File: config.mk
export PLATFORM = sky130hd
export DESIGN_NAME = alu_cmd_issue
export DESIGN_NICKNAME = d
export VERILOG_FILES = /design/src/rtl/alu_pkg.sv /design/src/rtl/alu_cmd_fifo.sv /design/src/rtl/alu_cmd_issue.sv
export SDC_FILE = /design/constraint.sdc
export NUM_CORES = 1
export LEC_CHECK = 0
export ABC_CLOCK_PERIOD_IN_PS = 8650
export BUFFER_PORTS_ARGS = -buffer_cell sky130_fd_sc_hd__buf_2
export CAP_MARGIN = 15
export CORE_ASPECT_RATIO = 2
export CORE_MARGIN = 3
export CORE_UTILIZATION = 55
export CTS_BUF_LIST = sky130_fd_sc_hd__clkbuf_16
export CTS_CLUSTER_SIZE = 28
export DETAILED_ROUTE_END_ITERATION = 8
export PLACE_DENSITY = 0.83
export SLEW_MARGIN = 0
export SYNTH_ARGS = -nofsm -noshare
export SYNTH_HDL_FRONTEND = slang
export SYNTH_HIERARCHICAL = 1
export SYNTH_SLANG_ARGS = --single-unit
File: constraint.sdc
create_clock -name clk -period 8.65 [get_ports clk]
set_clock_uncertainty 0.1 [all_clocks]
set_input_delay 1.2975 -clock clk [delete_from_list [all_inputs] [get_ports clk]]
set_output_delay 1.2975 -clock clk [all_outputs]
set_load 0.05 [all_outputs]
File: src/rtl/alu_pkg.sv
// Shared opcode constants, command record and opcode helpers for the ALU issue path.
// No logic of its own; pure types and functions.
// Tags wider than CMD_TAG_W are not representable in cmd_t.
package alu_pkg;

  localparam logic [2:0] OP_AND = 3'b000;
  localparam logic [2:0] OP_OR  = 3'b001;
  localparam logic [2:0] OP_ADD = 3'b010;
  localparam logic [2:0] OP_SUB = 3'b110;
  localparam logic [2:0] OP_SLT = 3'b111;

  // Tag field width carried in the command record; instances keep TAG_W <= this.
  localparam int CMD_TAG_W = 4;

  typedef struct packed {
    logic [31:0]          a;
    logic [31:0]          b;
    logic [2:0]           op;
    logic [CMD_TAG_W-1:0] tag;
  } cmd_t;

  function automatic logic is_legal_op(input logic [2:0] op);
    return (op == OP_AND) || (op == OP_OR) || (op == OP_ADD) ||
           (op == OP_SUB) || (op == OP_SLT);
  endfunction

  // ADD/SUB are the only opcodes whose carry and overflow flags are meaningful.
  function automatic logic is_addsub_op(input logic [2:0] op);
    return (op == OP_ADD) || (op == OP_SUB);
  endfunction

endpackage

File: src/rtl/alu_cmd_fifo.sv
// Synchronous circular-buffer FIFO with occupancy count, full and empty flags.
// Latency: a word pushed at edge N is visible on rdata_o after edge N.
// Backpressure: pushes while full and pops while empty are ignored; no bypass.
module alu_cmd_fifo #(
  parameter int DEPTH = 4,
  parameter int WIDTH = 8
) (
  input  logic                     clk,
  input  logic                     rst_n,
  input  logic                     push_i,
  input  logic [WIDTH-1:0]         wdata_i,
  input  logic                     pop_i,
  output logic [WIDTH-1:0]         rdata_o,
  output logic [$clog2(DEPTH):0]   count_o,
  output logic                     full_o,
  output logic                     empty_o
);

  localparam int PTR_W = $clog2(DEPTH);

  logic [WIDTH-1:0] mem_q [DEPTH];
  logic [PTR_W-1:0] wptr_q, wptr_d;
  logic [PTR_W-1:0] rptr_q, rptr_d;
  logic [PTR_W:0]   count_q, count_d;
  logic             do_push, do_pop;

  assign full_o  = (count_q == (PTR_W+1)'(DEPTH));
  assign empty_o = (count_q == '0);
  assign count_o = count_q;
  assign rdata_o = mem_q[rptr_q];

  // Full is judged on the current count, so a pop cannot make room for a same-cycle push.
  assign do_push = push_i && !full_o;
  assign do_pop  = pop_i && !empty_o;

  // Pointer and occupancy next state; pointers wrap naturally at DEPTH (power of 2).
  always_comb begin
    wptr_d  = wptr_q;
    rptr_d  = rptr_q;
    count_d = count_q;
    if (do_push) wptr_d = wptr_q + PTR_W'(1);
    if (do_pop)  rptr_d = rptr_q + PTR_W'(1);
    case ({do_push, do_pop})
      2'b10:   count_d = count_q + (PTR_W+1)'(1);
      2'b01:   count_d = count_q - (PTR_W+1)'(1);
      default: count_d = count_q;
    endcase
  end

  // Pointer and count registers.
  always_ff @(posedge clk or negedge rst_n) begin
    if (!rst_n) begin
      wptr_q  <= '0;
      rptr_q  <= '0;
      count_q <= '0;
    end else begin
      wptr_q  <= wptr_d;
      rptr_q  <= rptr_d;
      count_q <= count_d;
    end
  end

  // Storage array; contents are don't-care until written, so it carries no reset.
  always_ff @(posedge clk) begin
    if (do_push) mem_q[wptr_q] <= wdata_i;
  end

endmodule

File: src/rtl/alu_cmd_issue.sv
// Issue stage for the 32-bit combinational ALU: command FIFO -> issue register -> result register.
// Latency: command accepted at edge N drives the ALU after N+1, result valid after N+2; 1 cmd/cycle.
// Backpressure: res_ready=0 holds result and issue stages, FIFO fills; capacity is DEPTH+2 commands.
module alu_cmd_issue
  import alu_pkg::*;
#(
  parameter int DEPTH = 4,
  parameter int TAG_W = 4
) (
  input  logic                   clk,
  input  logic                   rst_n,
  input  logic                   cmd_valid,
  output logic                   cmd_ready,
  input  logic [31:0]            cmd_a,
  input  logic [31:0]            cmd_b,
  input  logic [2:0]             cmd_op,
  input  logic [TAG_W-1:0]       cmd_tag,
  output logic [31:0]            alu_a,
  output logic [31:0]            alu_b,
  output logic [2:0]             alu_op,
  input  logic [31:0]            alu_r,
  input  logic                   alu_cout,
  input  logic                   alu_vout,
  input  logic                   alu_z,
  output logic                   res_valid,
  input  logic                   res_ready,
  output logic [31:0]            res_r,
  output logic                   res_cout,
  output logic                   res_vout,
  output logic                   res_z,
  output logic                   res_err,
  output logic [TAG_W-1:0]       res_tag,
  output logic                   sticky_ovf,
  input  logic                   clr_sticky,
  output logic [$clog2(DEPTH):0] fifo_count
);

  cmd_t fifo_wdata, fifo_rdata;
  logic fifo_full, fifo_empty, fifo_pop;

  assign fifo_wdata = '{a: cmd_a, b: cmd_b, op: cmd_op, tag: CMD_TAG_W'(cmd_tag)};
  assign cmd_ready  = !fifo_full;

  alu_cmd_fifo #(
    .DEPTH (DEPTH),
    .WIDTH ($bits(cmd_t))
  ) u_fifo (
    .clk     (clk),
    .rst_n   (rst_n),
    .push_i  (cmd_valid),
    .wdata_i (fifo_wdata),
    .pop_i   (fifo_pop),
    .rdata_o (fifo_rdata),
    .count_o (fifo_count),
    .full_o  (fifo_full),
    .empty_o (fifo_empty)
  );

  cmd_t             issue_q, issue_d;
  logic             issue_vld_q, issue_vld_d;
  logic             res_vld_q, res_vld_d;
  logic [31:0]      res_r_q, res_r_d;
  logic             res_cout_q, res_cout_d;
  logic             res_vout_q, res_vout_d;
  logic             res_z_q, res_z_d;
  logic             res_err_q, res_err_d;
  logic [TAG_W-1:0] res_tag_q, res_tag_d;
  logic             sticky_q, sticky_d;

  logic res_adv, issue_load, capture, cap_legal, cap_addsub;

  // Result register takes a new value when it is empty or being consumed this cycle.
  assign res_adv    = !res_vld_q || res_ready;
  // Issue register refills when empty or when its current command moves into the result stage.
  assign issue_load = !issue_vld_q || res_adv;
  assign fifo_pop   = issue_load && !fifo_empty;
  assign capture    = res_adv && issue_vld_q;
  assign cap_legal  = is_legal_op(issue_q.op);
  assign cap_addsub = is_addsub_op(issue_q.op);

  assign alu_a  = issue_q.a;
  assign alu_b  = issue_q.b;
  assign alu_op = issue_q.op;

  // Issue stage next state; operands hold their last value when no new command arrives.
  always_comb begin
    issue_vld_d = issue_vld_q;
    issue_d     = issue_q;
    if (issue_load) begin
      issue_vld_d = !fifo_empty;
      if (!fifo_empty) issue_d = fifo_rdata;
    end
  end

  // Result capture: flags filtered by opcode class, illegal opcodes zero the payload but keep the tag.
  always_comb begin
    res_vld_d  = res_vld_q;
    res_r_d    = res_r_q;
    res_cout_d = res_cout_q;
    res_vout_d = res_vout_q;
    res_z_d    = res_z_q;
    res_err_d  = res_err_q;
    res_tag_d  = res_tag_q;
    if (res_adv) res_vld_d = issue_vld_q;
    if (capture) begin
      res_r_d    = cap_legal ? alu_r : 32'd0;
      res_cout_d = cap_addsub && alu_cout;
      res_vout_d = cap_addsub && alu_vout;
      res_z_d    = cap_legal && alu_z;
      res_err_d  = !cap_legal;
      res_tag_d  = TAG_W'(issue_q.tag);
    end
  end

  // Sticky overflow: a captured ADD/SUB overflow takes priority over a same-cycle clear.
  always_comb begin
    sticky_d = sticky_q;
    if (capture && cap_addsub && alu_vout) sticky_d = 1'b1;
    else if (clr_sticky)                   sticky_d = 1'b0;
  end

  // Pipeline state registers; reset discards everything in flight.
  always_ff @(posedge clk or negedge rst_n) begin
    if (!rst_n) begin
      issue_q     <= '0;
      issue_vld_q <= 1'b0;
      res_vld_q   <= 1'b0;
      res_r_q     <= '0;
      res_cout_q  <= 1'b0;
      res_vout_q  <= 1'b0;
      res_z_q     <= 1'b0;
      res_err_q   <= 1'b0;
      res_tag_q   <= '0;
      sticky_q    <= 1'b0;
    end else begin
      issue_q     <= issue_d;
      issue_vld_q <= issue_vld_d;
      res_vld_q   <= res_vld_d;
      res_r_q     <= res_r_d;
      res_cout_q  <= res_cout_d;
      res_vout_q  <= res_vout_d;
      res_z_q     <= res_z_d;
      res_err_q   <= res_err_d;
      res_tag_q   <= res_tag_d;
      sticky_q    <= sticky_d;
    end
  end

  assign res_valid  = res_vld_q;
  assign res_r      = res_r_q;
  assign res_cout   = res_cout_q;
  assign res_vout   = res_vout_q;
  assign res_z      = res_z_q;
  assign res_err    = res_err_q;
  assign res_tag    = res_tag_q;
  assign sticky_ovf = sticky_q;

endmodule

; Word-level counts from Yosys, hierarchy flattened
; Memories as Yosys holds them, arrays and structs flattened. A register that Yosys moved wholly into a read port is not among the register bits.
; Index checks and enable logic that the tools add are counted.
[classes]
n_addsub = 4
multipliers = 0
div_mod_pow = 0
n_lt_le_gt_ge = 0
eq_ne = 7
n_shift = 0
muxes = 6
bitwise = 1
reduce_logical = 27
[ops]
columns = operator, n
row1 = 2-to-1 mux 32 bit, 1
row2 = == test 3 bit (second input constant), 3
row3 = logical AND 1 bit, 9
row4 = logical OR 1 bit, 7
row5 = logical NOT 1 bit, 6
row6 = logical NOT 3 bit, 2
row7 = one-hot mux 3 bit (2 select lines), 1
row8 = adder 2 x 1 -> 2 bit (second input constant), 2
row9 = 2-to-1 mux 1 bit, 4
row10 = nonzero test 2 bit, 2
row11 = adder 3 x 1 -> 3 bit (second input constant), 1
row12 = == test 3 x 1 -> 1 bit (second input constant), 1
row13 = == test 3 x 2 -> 1 bit (second input constant), 1
row14 = subtractor 3 x 1 -> 3 bit (second input constant), 1
row15 = == test 2 x 1 -> 1 bit (second input constant), 1
row16 = == test 2 bit (second input constant), 1
row17 = AND reduction 2 bit, 1
row18 = inverter 1 bit, 1
[word_totals]
ff_bits = 50
latch_bits = 0
ramBits = 284
romBits = 0
inputBits = 111
out_inout_bits = 113
wordCells = 58
n_memories = 1
[memory_table]
columns = memory, words, word_bits, rd, rd_clocked_by_memory_dff, wr, line_no
row1 = u_fifo.mem_q, 4, 71, 1, 1, 1, alu_cmd_fifo.sv:21  ; logic [WIDTH-1:0] mem_q [DEPTH];

; Logic depth before layout (Yosys ltp)
[logic_depth]
ltp_word = 7
ltp_mapped = 10
depth_no_buf = 9

; By module
; Netlist, hierarchy kept.
[modules_own_cells]
columns = mod, instances, cells_per_inst, area_per_inst_um2, seq_area_each_um2
row1 = alu_cmd_fifo, 1, 408, 10744.1, 8703.3
row2 = alu_cmd_issue, 1, 325, 4757.1, 2852.7

; Worst setup path after synthesis
; OpenSTA, ideal clock, no wires.
[synth_path]
kind = input to register
start = input cmd_valid
end = memory u_fifo/mem_q[0][0] (netlist bit) (enable)
setup_time_ps = 437
arrival_time_ps = 3234
required_ps = 8113
setup_slack_ps = 4879
path_stages = 2
path_buffers = 0
path_cell_list = nor2b_2 and2_1
[synth_via]
elab_chain_cells = 3
[synth_rtl]
columns = item, line_no
row1 = start: declaration, alu_cmd_issue.sv:12  ; input logic cmd_valid,
row2 = logical AND 1 bit, alu_cmd_fifo.sv:33  ; assign do_push = push_i && !full_o;
row3 = 2-to-1 mux 1 bit, alu_cmd_fifo.sv:65  ; if (do_push) mem_q[wptr_q] <= wdata_i;
row4 = 2-to-1 mux 1 bit (implied by the code), alu_cmd_fifo.sv:65
row5 = end: declaration, alu_cmd_fifo.sv:21
; Every way passes these cells.

; Final worst setup path
[layout_path]
start = input res_ready
end = register u_fifo.count_q[2] (netlist: u_fifo/count_o[2])
[layout_via]
elab_chain_cells = 6
elab_cells_between_ends = 8
classes_between = eq/ne (2) / mux (1) / reduce/logical (5)
[layout_rtl]
columns = item, line_no
row1 = start: declaration, alu_cmd_issue.sv:26  ; input logic res_ready,
row2 = logical OR 1 bit (*), alu_cmd_issue.sv:73  ; assign res_adv = !res_vld_q || res_ready;
row3 = logical OR 1 bit (*), alu_cmd_issue.sv:75  ; assign issue_load = !issue_vld_q || res_adv;
row4 = logical AND 1 bit (*), alu_cmd_issue.sv:76  ; assign fifo_pop = issue_load && !fifo_empty;
row5 = logical AND 1 bit (*), alu_cmd_fifo.sv:34  ; assign do_pop = pop_i && !empty_o;
row6 = named net u_fifo.do_pop, alu_cmd_fifo.sv:25  ; logic do_push, do_pop;
row7 = == test 2 x 1 -> 1 bit / == test 2 bit (equally long branches), alu_cmd_fifo.sv:43  ; case ({do_push, do_pop})
row8 = one-hot mux 3 bit (2 select lines) / nonzero test 2 bit (equally long branches), --
row9 = end signal: assignment, alu_cmd_fifo.sv:59  ; count_q <= count_d;
row10 = end: declaration, alu_cmd_fifo.sv:24  ; logic [PTR_W:0] count_q, count_d;
; The timed path passes the listed nets; every way through them passes the cells marked *.
; A chain may end at the register's enable or synchronous reset.

==> run_results.csv <==
group,metric,value,unit
status,status,"completed",
worst_setup_path,r2r_cells,10,
worst_setup_path,endpoint_kind,"flip-flop",
global_routing,first_global_vias,8023,
timing,period_share,0.404,
timing,maxSlewViolCount,0,
clocking,numCtsBuffers,35,
clocking,post_cts_buffers,0,
hold_path,hp-start,"res_err$_DFFE_PN0P_",
timing,max_freq,286,MHz
route,routed_wl,27900,microns
worst_setup_path,critPathKind,"input pin to flip-flop",
floorplanning,rows,86,
clocking,cts_hold_buf,0,
clocking,htree_levels,2,
clocking,clk_latency,0.51,ns
yosys,syn_area,15500,sq um
route,drtPass1Iterations,4,
yosys,synth_nets,850,
floorplanning,core-area,27700,sq um
floorplanning,dieArea,30400,sq um
route,vias,7200,
yosys,synthArstFlopShare,0.299,
worst_setup_path,cp_data_arrival_time,3.83,ns
yosys,yosys_register_bits,405,
floorplanning,floorplan.initialDensity,0.561,
worst_setup_path,timing.rr.start,"u_fifo/count_o[0]$_DFFE_PN0P_",
worst_setup_path,cp.required,8.99,ns
placed_design,dp_hpwl,16600,microns
global_routing,grt_usage,0.189,
hold_path,hold_path_depth,2,
worst_setup_path,cp-start-kind,"input pin",
timing,finalSetupViolations,0,
worst_setup_path,reg2reg_to,"u_fifo/count_o[2]$_DFFE_PN0P_",
power,p_total,7.15,mW
clocking,cts_num_sinks,405,
timing,period_needed,3.49,ns
power,cellLeakagePower,6.67,nW
global_routing,antenna_found_initial,5,
route,wire_per_inst,21.7,microns
global_routing,grt_max_degree,73,
placed_design,gp_congestion,0.745,
yosys,yosysSeqAreaShare,0.746,
finish,syn_to_final_growth,13.0,%
clocking,post_cts_resized,0,
finish,layout-drive-gt1-share,0.475,
clocking,cts_tree,"built",
worst_setup_path,regToRegSetupSlack,5.50,ns
timing,hold_viol,0,
global_routing,grt_overflow,0,
clocking,clock-root-buffer,"clkbuf_16",
yosys,synthCells,733,
yosys,synth_flop_cell,"edfxtp_1",
power,ir_worst_vdd,286,uV
yosys,ys_warn_count,6,
finish,nets,1020,
clocking,clkSlewWorstSetupHoldPaths,0.07,ns
floorplanning,die_h,243,microns
route,viasPerCell,5.61,
global_routing,grt_first_pass_wirelength,44400,microns
yosys,synth-edff-count,284,
route,drt_iter0_markers,367,
worst_setup_path,path_max_fanout,72,
timing,tns,0,ns
route,postRouteAntennaNets,0,
yosys,synth_area_per_cell,21.1,sq um
hold_path,hp-class,"flip-flop to flip-flop",
clocking,clockBufferDepth,3,
power,powerDensity,408,nW/um^2
floorplanning,die_x,125,microns
floorplanning,io_pins,224,
flow_run,cap_violations,0,
timing,rsz0062_at_grt,"no",
timing,worst_pin_slew,1.16,ns
yosys,synth.distinct_cells,34,
route,drc,0,
hold_path,hold_end,"res_err$_DFFE_PN0P_",
placed_design,io_buffers,223,
timing,relSlewSlack,0.230,
## cell families (layout without fill, tap and decap cells)
family / count (synthesis) / after routing / synth area share
buffers and inverters: 107 / 303 / 0.0554
flip-flops: 405 / 405 / 0.745
multiplexers: 148 / 148 / 0.159
other: 0 / 3 / 0
XOR/XNOR: 6 / 6 / 0.00339
adder cells (fa/ha/maj): 6 / 6 / 0.00533
AO/OA/AOI/OAI: 42 / 42 / 0.0235
AND/OR/NAND/NOR: 19 / 19 / 0.00767
## synth_stat cells (3+ instances only)
master | number | area [sq um]
a22o_1 | 33 | 289
and2_1 | 4 | 25.0
buf_12 | 7 | 140
buf_2 | 10 | 50.1
buf_4 | 68 | 510
buf_6 | 10 | 113
dfrtp_1 | 121 | 3030
edfxtp_1 | 284 | 8530
ha_1 | 5 | 62.6
inv_1 | 9 | 33.8
mux2_2 | 76 | 856
mux4_2 | 70 | 1580
nand2_1 | 5 | 18.8
o21ai_0 | 5 | 25.0
xnor2_1 | 3 | 26.3
xor2_1 | 3 | 26.3
## cell usage in the layout (no fill, tap or decap), types with 2 or more instances in the layout
master / count
diode_2: 3
clkinvlp_4: 2
nand2_1: 5
buf_2: 222
clkbuf_16: 40
clkinv_1: 6
clkinv_2: 5
dfrtp_1: 119
dfrtp_4: 2
bufinv_16: 3
edfxtp_1: 284
mux4_2: 70
xor2_1: 3
xnor2_1: 3
inv_1: 13
ha_1: 5
buf_4: 7
o21ai_0: 5
and2_4: 4
mux2_2: 76
a22o_1: 33
nor2_1: 2
## sequential cells by signal, indices dropped and copies added, names as in the netlist, 2 cells and up
name	flops
u_fifo/count_o	3
alu_op	3
u_fifo/wptr_q	2
issue_q	4
alu_a	32
res_r	32
res_tag	4
u_fifo/mem_q	284
u_fifo/rptr_q	2
alu_b	32
## report_power, final
part / internal (mW) / switching, mW
combinational: 0.909 / 1.63
sequential: 2.68 / 0.350
clock: 0.923 / 0.659
total: 4.51 / 2.64
## cell type report
type / instances / area (sq um)
Fill cell: 1871 / 10100
Sequential cell: 405 / 11600
Clock inverter: 23 / 191
Multi-Input combinational cell: 221 / 3100
Tap cell: 352 / 440
Clock buffer: 40 / 1000
Inverter: 10 / 37.5
Antenna cell: 3 / 7.51
Timing Repair Buffer: 230 / 1170
## metrics by stage
step / setup WS [ns] / std cells / cell area, sq um / hold WS [ns] / utilization
floorplan: 4.88 / 733 / 15500 / 0.377 / -
global placement: 4.65 / 1218 / 16300 / 0.379 / 0.590
detailed placement: 4.62 / 1218 / 16300 / 0.387 / 0.590
CTS: 5.14 / 1281 / 17500 / 0.405 / 0.633
global route: 5.00 / 1284 / 17500 / 0.416 / 0.634
finish: 5.16 / 1284 / 17500 / 0.402 / 0.634
## critical path, stage by stage
cell     delay [ns]
buf_2          0.11
nor2b_4        0.06
a21oi_4        0.14
buf_4          0.82
o31a_1         0.32
ha_1           0.21
inv_1          0.06
fa_1           0.38
xor2_1         0.15
nor2_1         0.11
xor2_1         0.15
## metal layers
layer | global-route usage | vias to the layer above | share of wire
met5 | 0 | - | 0
met4 | 0.0762 | 0 | 0.036
met3 | 0.0338 | 58 | 0.047
met2 | 0.352 | 215 | 0.56
met1 | 0.212 | 3759 | 0.36
li1 | - | 3168 | -
## worst max-delay path by stage
stage / startpoint / to / slack [ns] / depth (start not counted)
after floorplan: cmd_valid / u_fifo/mem_q[0][0]$_DFFE_PP_ / 4.88 / 2
after global placement: res_ready / u_fifo/count_o[2]$_DFFE_PN0P_ / 4.65 / 11
after detailed placement: res_ready / u_fifo/count_o[2]$_DFFE_PN0P_ / 4.62 / 11
after CTS: res_ready / u_fifo/count_o[2]$_DFFE_PN0P_ / 5.14 / 11
after global routing: res_ready / u_fifo/count_o[2]$_DFFE_PN0P_ / 5.00 / 11
final: res_ready / u_fifo/count_o[2]$_DFFE_PN0P_ / 5.16 / 11
Power figures use the tool's default switching activity.
